===== src/rtl/tdm_pkg.sv =====
// -----------------------------------------------------------------------------
// tdm_pkg
// Shared definitions for the eight-lane TDM demultiplexer.
//   LANES   : number of time slots / output lanes per frame
//   SLOT_W  : width of a slot index
//   state_t : frame alignment state (HUNT for marker, LOCK to marker)
// -----------------------------------------------------------------------------
package tdm_pkg;

   localparam int LANES  = 8;
   localparam int SLOT_W = 3;

   typedef enum logic {
      HUNT = 1'b0,
      LOCK = 1'b1
   } state_t;

endpackage


===== src/rtl/tdm_slot_counter.sv =====
// -----------------------------------------------------------------------------
// tdm_slot_counter
// Slot index counter. It wraps modulo LANES and can be forced to 0 or to 1.
// Loading 1 is used on acquisition and realignment, because the marker sample
// that triggers those actions already occupies slot 0.
// Ports:
//   clk   : clock, rising edge
//   rst   : synchronous active-high reset (slot -> 0)
//   adv   : advance the slot by one (7 wraps to 0)
//   load1 : force slot to 1 (takes priority over adv)
//   clear : force slot to 0 (takes priority over load1 and adv)
//   slot  : current slot index
//   last  : high when slot is the final slot of the frame
// -----------------------------------------------------------------------------
module tdm_slot_counter
   import tdm_pkg::*;
(
   input  logic              clk,
   input  logic              rst,
   input  logic              adv,
   input  logic              load1,
   input  logic              clear,
   output logic [SLOT_W-1:0] slot,
   output logic              last
);

   logic [SLOT_W-1:0] slot_reg;

   always_ff @(posedge clk) begin
      if (rst) begin
         slot_reg <= '0;
      end else if (clear) begin
         slot_reg <= '0;
      end else if (load1) begin
         slot_reg <= SLOT_W'(1);
      end else if (adv) begin
         // LANES is a power of two, so natural overflow gives the wrap
         slot_reg <= slot_reg + SLOT_W'(1);
      end
   end

   assign slot = slot_reg;
   assign last = (slot_reg == SLOT_W'(LANES - 1));

endmodule


===== src/rtl/tdm_demux8.sv =====
// -----------------------------------------------------------------------------
// tdm_demux8
// Eight-lane time-division demultiplexer. It aligns to a slot-0 frame marker,
// steers each serial bit into its lane, and presents each complete frame as a
// registered word with a one-cycle valid strobe. It also reports lock status
// and sync anomalies, and keeps a saturating anomaly count.
// Parameters:
//   MISS_LIMIT : consecutive missing slot-0 markers that drop lock (1..7)
//   ERR_W      : width of the saturating sync error counter
// Ports:
//   clk         : clock, rising edge
//   rst         : synchronous active-high reset
//   en          : sample enable; din/sync are consumed only when high
//   din         : serial data, one slot per enabled cycle
//   sync        : frame marker, high with the slot-0 bit
//   q           : last complete frame, q[i] = slot i bit
//   frame_valid : one-cycle pulse when q updates
//   locked      : high while aligned
//   slot        : slot index the next enabled sample will occupy
//   sync_err    : one-cycle pulse on any sync anomaly
//   err_count   : saturating count of sync_err pulses
// -----------------------------------------------------------------------------
module tdm_demux8
   import tdm_pkg::*;
#(
   parameter int MISS_LIMIT = 2,
   parameter int ERR_W      = 8
) (
   input  logic              clk,
   input  logic              rst,
   input  logic              en,
   input  logic              din,
   input  logic              sync,
   output logic [LANES-1:0]  q,
   output logic              frame_valid,
   output logic              locked,
   output logic [SLOT_W-1:0] slot,
   output logic              sync_err,
   output logic [ERR_W-1:0]  err_count
);

   state_t             state_reg, state_next;
   logic [LANES-1:0]   lane_reg,  lane_next;
   logic [LANES-1:0]   q_reg,     q_next;
   logic               fv_reg,    fv_next;
   logic               se_reg,    se_next;
   logic [ERR_W-1:0]   err_reg,   err_next;
   logic [2:0]         miss_reg,  miss_next;

   logic               cnt_adv;
   logic               cnt_load1;
   logic               cnt_clear;
   logic [SLOT_W-1:0]  slot_cnt;
   logic               slot_last;

   tdm_slot_counter u_slot (
      .clk   (clk),
      .rst   (rst),
      .adv   (cnt_adv),
      .load1 (cnt_load1),
      .clear (cnt_clear),
      .slot  (slot_cnt),
      .last  (slot_last)
   );

   always_ff @(posedge clk) begin
      if (rst) begin
         state_reg <= HUNT;
         lane_reg  <= '0;
         q_reg     <= '0;
         fv_reg    <= 1'b0;
         se_reg    <= 1'b0;
         err_reg   <= '0;
         miss_reg  <= '0;
      end else begin
         state_reg <= state_next;
         lane_reg  <= lane_next;
         q_reg     <= q_next;
         fv_reg    <= fv_next;
         se_reg    <= se_next;
         err_reg   <= err_next;
         miss_reg  <= miss_next;
      end
   end

   always_comb begin
      state_next = state_reg;
      lane_next  = lane_reg;
      q_next     = q_reg;
      fv_next    = 1'b0;
      se_next    = 1'b0;
      miss_next  = miss_reg;
      cnt_adv    = 1'b0;
      cnt_load1  = 1'b0;
      cnt_clear  = 1'b0;

      if (en) begin
         unique case (state_reg)
            HUNT: begin
               if (sync) begin
                  lane_next  = {{(LANES-1){1'b0}}, din};
                  cnt_load1  = 1'b1;
                  miss_next  = '0;
                  state_next = LOCK;
               end
            end

            LOCK: begin
               if (slot_cnt == '0) begin
                  if (sync) begin
                     miss_next = '0;
                     lane_next = {{(LANES-1){1'b0}}, din};
                     cnt_adv   = 1'b1;
                  end else begin
                     se_next = 1'b1;
                     if (miss_reg == 3'(MISS_LIMIT - 1)) begin
                        // Too many consecutive misses: give up alignment
                        // and drop the frame that was just starting.
                        state_next = HUNT;
                        miss_next  = '0;
                        lane_next  = '0;
                        cnt_clear  = 1'b1;
                     end else begin
                        // A single miss is tolerated; the bit still counts
                        // as slot 0 so the frame can be delivered.
                        miss_next = miss_reg + 3'd1;
                        lane_next = {{(LANES-1){1'b0}}, din};
                        cnt_adv   = 1'b1;
                     end
                  end
               end else if (sync) begin
                  // Early marker: trust the marker, restart the frame here.
                  se_next   = 1'b1;
                  lane_next = {{(LANES-1){1'b0}}, din};
                  cnt_load1 = 1'b1;
                  miss_next = '0;
               end else begin
                  lane_next[slot_cnt] = din;
                  cnt_adv             = 1'b1;
                  if (slot_last) begin
                     q_next  = {din, lane_reg[LANES-2:0]};
                     fv_next = 1'b1;
                  end
               end
            end

            default: begin
               state_next = HUNT;
            end
         endcase
      end

      if (se_next && (err_reg != '1)) begin
         err_next = err_reg + ERR_W'(1);
      end else begin
         err_next = err_reg;
      end
   end

   assign q           = q_reg;
   assign frame_valid = fv_reg;
   assign locked      = (state_reg == LOCK);
   assign slot        = slot_cnt;
   assign sync_err    = se_reg;
   assign err_count   = err_reg;

endmodule


===== config.mk =====
export PLATFORM = sky130hd
export DESIGN_NAME = tdm_demux8
export DESIGN_NICKNAME = d
export VERILOG_FILES = /design/src/rtl/tdm_pkg.sv /design/src/rtl/tdm_slot_counter.sv /design/src/rtl/tdm_demux8.sv
export SDC_FILE = /design/constraint.sdc
export NUM_CORES = 1
export LEC_CHECK = 0
export CORE_MARGIN = 2
export CORE_UTILIZATION = 40
export DETAILED_ROUTE_END_ITERATION = 7
export GPL_ROUTABILITY_DRIVEN = 1
export GPL_TIMING_DRIVEN = 0
export PLACE_DENSITY = 0.69
export SLEW_MARGIN = 25
export SYNTH_ARGS = -nofsm -noshare
export SYNTH_HDL_FRONTEND = slang
export SYNTH_HIERARCHICAL = 1
export SYNTH_SLANG_ARGS = --single-unit

===== constraint.sdc =====
create_clock -name clk -period 7.5 [get_ports clk]
set_clock_uncertainty 0.2 [all_clocks]
set_input_delay 1.125 -clock clk [delete_from_list [all_inputs] [get_ports clk]]
set_output_delay 1.125 -clock clk [all_outputs]
set_load 0.02 [all_outputs]

# ---- Word-level counts from Yosys, hierarchy flattened
# Cells that the tools add are included.
dict set report op_classes {
  n_addsub 3
  n_lt_le_gt_ge 2
  eq_ne 4
  mux 37
  bitwise 4
  reduce_logical 9
}
# operator count
set op_table {}
lappend op_table {{1-bit 2-to-1 mux} 24}
lappend op_table {{8-bit 2-to-1 mux} 3}
lappend op_table {{8-bit one-hot mux with 2 select lines} 1}
lappend op_table {{3-bit 2-to-1 mux} 4}
lappend op_table {{8-bit by 1-bit adder with 8-bit output, second input constant} 1}
lappend op_table {{8-bit bitwise mux} 1}
lappend op_table {{8-bit != test, second input constant} 1}
lappend op_table {{3-bit by 1-bit adder with 3-bit output, second input constant} 2}
lappend op_table {{3-bit one-hot mux with 2 select lines} 1}
lappend op_table {{5-bit AND reduction} 1}
lappend op_table {{5-bit OR reduction} 1}
lappend op_table {{3-bit by 4-bit < comparator with 1-bit output, second input constant} 1}
lappend op_table {{1-bit NOT} 4}
lappend op_table {{1-bit one-hot mux with 2 select lines} 2}
lappend op_table {{1-bit demux with 3-bit select} 1}
lappend op_table {{3-bit by 1-bit == test with 1-bit output, second input constant} 1}
lappend op_table {{3-bit == test, second input constant} 1}
lappend op_table {{3-bit by 1-bit >= comparator with 1-bit output, second input constant} 1}
lappend op_table {{3-bit logical NOT} 1}
lappend op_table {{3-bit OR reduction} 1}
lappend op_table {{1-bit logical AND} 2}
lappend op_table {{2-bit != test, second input constant} 1}
lappend op_table {{2-bit AND reduction} 1}
lappend op_table {{2-bit nonzero test} 1}
lappend op_table {{2-bit OR reduction} 1}
dict set report word_totals {
  register_bits 33
}

# ---- Logic depth before layout (Yosys ltp)
dict set report logic_depth {
  word_depth 8
  ltp_mapped 8
  ltp_nobuf 5
}

# ---- Cells and area by module
# The synthesis kept the hierarchy.
# mod n_inst cells_each area_per_inst_um2 seq_area_each_um2
set modules_own_cells {}
lappend modules_own_cells {tdm_demux8 1 172 1463.9 580.6}
lappend modules_own_cells {tdm_slot_counter 1 12 137.6 60.1}

# ---- Worst setup path before layout
# No wires, ideal clock.
dict set report synth_path {
  path_type {input to register}
  from {input sync}
  to {register err_reg[7], in the netlist err_count[7]}
  setup_ns 0.121
  arrival_ns 2.611
  required_ns 7.179
  slack_ns 4.569
  path_stages 6
  cell_sequence {clkbuf_1 inv_1 ha_1 nand3_1 nor4_1 mux2_2}
}
dict set report synth_via {
  elab_chain_cells 5
  elab_cells_between_ends 6
  cone_classes {5 x mux; 1 x reduce/logical}
}
# element line_no
set synth_rtl {}
lappend synth_rtl {{from (decl)} tdm_demux8.sv:33} ;# input logic sync,
lappend synth_rtl {{1-bit 2-to-1 mux, on equally long branches} {tdm_demux8.sv:131, tdm_demux8.sv:110}}
lappend synth_rtl {{1-bit 2-to-1 mux (*)} tdm_demux8.sv:109} ;# if (slot_cnt == '0) begin
lappend synth_rtl {{1-bit 2-to-1 mux (*)} tdm_demux8.sv:98} ;# unique case (state_reg)
lappend synth_rtl {{1-bit 2-to-1 mux (*)} tdm_demux8.sv:97} ;# if (en) begin
lappend synth_rtl {{1-bit logical AND (*)} tdm_demux8.sv:153} ;# if (se_next && (err_reg != '1)) begin
lappend synth_rtl {{to (signal assigned)} tdm_demux8.sv:81} ;# err_reg <= err_next;
lappend synth_rtl {{to (decl)} tdm_demux8.sv:47} ;# logic [ERR_W-1:0] err_reg, err_next;
# Every way passes the cells marked *; elsewhere a longest branch is shown, timed or not.
# A chain may end at the register's enable or synchronous reset.

# ---- Final worst setup path
# Ends and elaborated chain as after synthesis.

==> key figures <==
Run status
  – Outcome: finished, final reports clean

Synthesis
  – Syn Std Cell Area: between 1500 and 2000 um^2
  – Top-area cell type share of the netlist area: 0.400
  – Dominant synthesized flop cell: dfxtp_1
  – Number of enable flip-flop cells after synthesis: 0
  – FFs w/ async S/R, synth: 0
  – Cell variety after synth: 45
  – Syn Nets: just under 200
  – Top-count cell post-synth: dfxtp_1
  – Post-Syn Instances: around 180
  – Ranking of synthesized cells by area: dfxtp_1, a21oi_1, nand2_1
  – Post-synth top cells: dfxtp_1, nand2_1, a21oi_1
  – YS warnings: 6
  – Register area share after synthesis: 0.400
  – Synth area leader: dfxtp_1
  – FF+latch count, synth: 32
  – Syn Area/Cell: about 8.7 um^2

CTS
  – Cts repair resizes: 0
  – CTS tree: built
  – Post-CTS Hold Buffers: 0
  – CTS max path bufs: 2
  – CTS H-tree depth: 2
  – Post-CTS Setup Repair Bufs: 0
  – CTS sink cnt: 32
  – CTS Buf Count: 5
  – CTS root buffer: clkbuf_8
  – Clock slew at reported path FFs: approximately 60 ps
  – Clk_lat worst skew: 280 ps

Setup path
  – Critical Path RT: 7470 ps
  – WS Path Type: primary input to flop
  – Crit path launch type: primary input
  – Crit-path cells: clkdlybuf4s50_1 -> clkbuf_1 -> inv_1 -> ha_1 -> nand3_1 -> nor4_1 -> mux2_2
  – Crit-path max cell delay: about 530 ps
  – Max FO, Critical Path: 10
  – Slowest stage cell, crit path: clkdlybuf4s50_1
  – Endpoint type of the worst setup path: flop
  – CP arrival: about 3500 ps

Place
  – Post-DP HPWL: 2.51 mm
  – GP Congestion: about 0.8
  – Buffers added on ports: 26
  – Dpl cells: 258

Cells and area
  – Filler Cell Count: roughly 370
  – Area grow syn2layout: 25.8%
  – Post-Layout Cell Count: 266
  – Layout cell share with drive strength beyond 1: 0.0780
  – Final Net Count: ~230
  – Register area: roughly 640 um^2
  – Area of the multi-input gates: ~900 um^2
  – Layout Utilization: 0.538
  – Diodes inserted: 0

Power
  – Peak supply drop: just over 0.00008 V
  – Clk pwr share: 0.388
  – Leakage: 0.674 nW
  – Sw Pwr: roughly 0.085 mW
  – Pwr Total: roughly 0.34 mW
  – P_int: ~0.26 mW
  – Comb power frac: 0.100
  – Pwr dens: ~170 nW/um^2
  – Sequential Power Share: 0.512
  – Sw frac: 0.247

Detailed routing
  – TritonRoute pass-1 iters: 4
  – DR vias: about 1.5k
  – Routed WL per cell: 13.2 um
  – Aggregate routed wire length: around 3.5 mm
  – Post-DRT Antenna Nets: 0
  – Drt initial violations: 59
  – DRC viols: 0
  – Routed vias/inst: around 5.5

Floorplanning
  – CORE AREA: 3740 um^2
  – Initial Utilization: 0.428
  – Die height: 67.3 um
  – Die area: 4530 um^2
  – Cell Rows: 22
  – IO Count: 27
  – DIE WIDTH: about 67 um

Timing
  – Fin crit share: 0.469
  – RSZ-0062 raised after global routing: false
  – # setup viols final: 0
  – Final Slew Violations: 0
  – Final Hold Fails: 0
  – Worst-Margin Slew: between 700 and 800 ps
  – Setup TNS: 0 ps
  – Crit path time final: 3510 ps
  – Hold_ws: roughly 250 ps
  – Slew Limit Headroom: 0.525
  – Max Fclk: 285 MHz

Global routing
  – Largest net degree at the start of global routing: 13
  – Met3 Resource Use GR: 0.0550
  – GRT Total Usage: 0.172
  – Congestion Overflow GR: 0
  – Vias in the first global route: 1298
  – First-pass GRT wire length: 5.93 mm
  – GRT busiest layer: met2
  – Met2 Use GR: 0.259
  – GRT met1 Usage: 0.236
  – Initial antenna violation count: 0

Run
  – Max cap viols: 0

Hold path
  – Hold Path Class: flop to flop
==> stage by stage <==
step	cell area [um^2]	setup slack [ps]
global placement	1920	3710
CTS	2010	3990
floorplan	1600	4570
global route	2010	3740
detailed placement	1920	3700
finish	2010	3990
==> final timing paths <==
kind / from / to / slack (ps) / cells after the start
worst max-delay path: sync / err_count[7] / 3990 / 7
worst min-delay path: q[5] / q[5] / 250 / 2
worst max register to register: u_slot/slot[2] / err_count[7] / 4680 / 7
worst min register to register: q[5] / q[5] / 250 / 2
==> power groups by stage <==
stage	registers, mW	clock network, mW	logic (mW)
6_report	0.175	0.133	0.0344
5_1_grt	0.176	0.148	0.0380
4_1_cts	0.175	0.137	0.0345
3_5_place_dp	0.179	0	0.0344
3_3_place_gp	0.179	0	0.0342
2_1_floorplan	0.180	0	0.0210
==> cells in the final DEF (no fill, tap or decap), types with 3 or more instances in the layout <==
cell / count
nand4_1: 6
a21oi_1: 18
dfxtp_1: 32
mux2_2: 3
nor4_1: 5
mux2i_1: 3
o41ai_1: 4
clkbuf_1: 9
clkdlybuf4s50_1: 26
ha_1: 6
nor2_1: 7
a211oi_1: 6
and3_1: 3
nand2b_1: 3
clkbuf_8: 6
nand3b_1: 3
nand2_1: 22
inv_1: 7
nand3_1: 4
o32ai_1: 4
==> critical path, delay by kind of cell <==
kind / cells / cell delay (ps)
adders and majority gates: 1 / 340
buffers and inverters: 3 / 1060
muxes: 1 / 370
and+or+nand+nor: 2 / 590
==> cell type report <==
class | instances | share of cell area
plain buffers | 12 | 0.0273
clock buffers | 6 | 0.0410
clock inverters | 2 | 0.00497
inverters | 7 | 0.0130
multi-input cells | 133 | 0.437
flip-flops and latches | 32 | 0.318
well taps | 48 | 0.0298
repair buffers | 26 | 0.129
==> metal layers <==
layer  vias up  routed length (um)
li1        766                   -
met5         -                   0
met1       680                1810
met3         2                 113
met2        18                1580
met4         0                  16
==> logic make-up (layout without fill, tap and decap cells) <==
kind of cell / Yosys count / count (layout) / share of synthesized area
xor gates and xnor gates: 1 / 1 / 0.00547
muxes: 6 / 6 / 0.0398
adders and majority gates: 6 / 6 / 0.0469
buffers and inverters: 19 / 53 / 0.0508
AOI/OAI and AO/OA: 52 / 52 / 0.222
DFF: 32 / 32 / 0.400
and+or+nand+nor: 68 / 68 / 0.235
(Power assumes the default switching activity.)
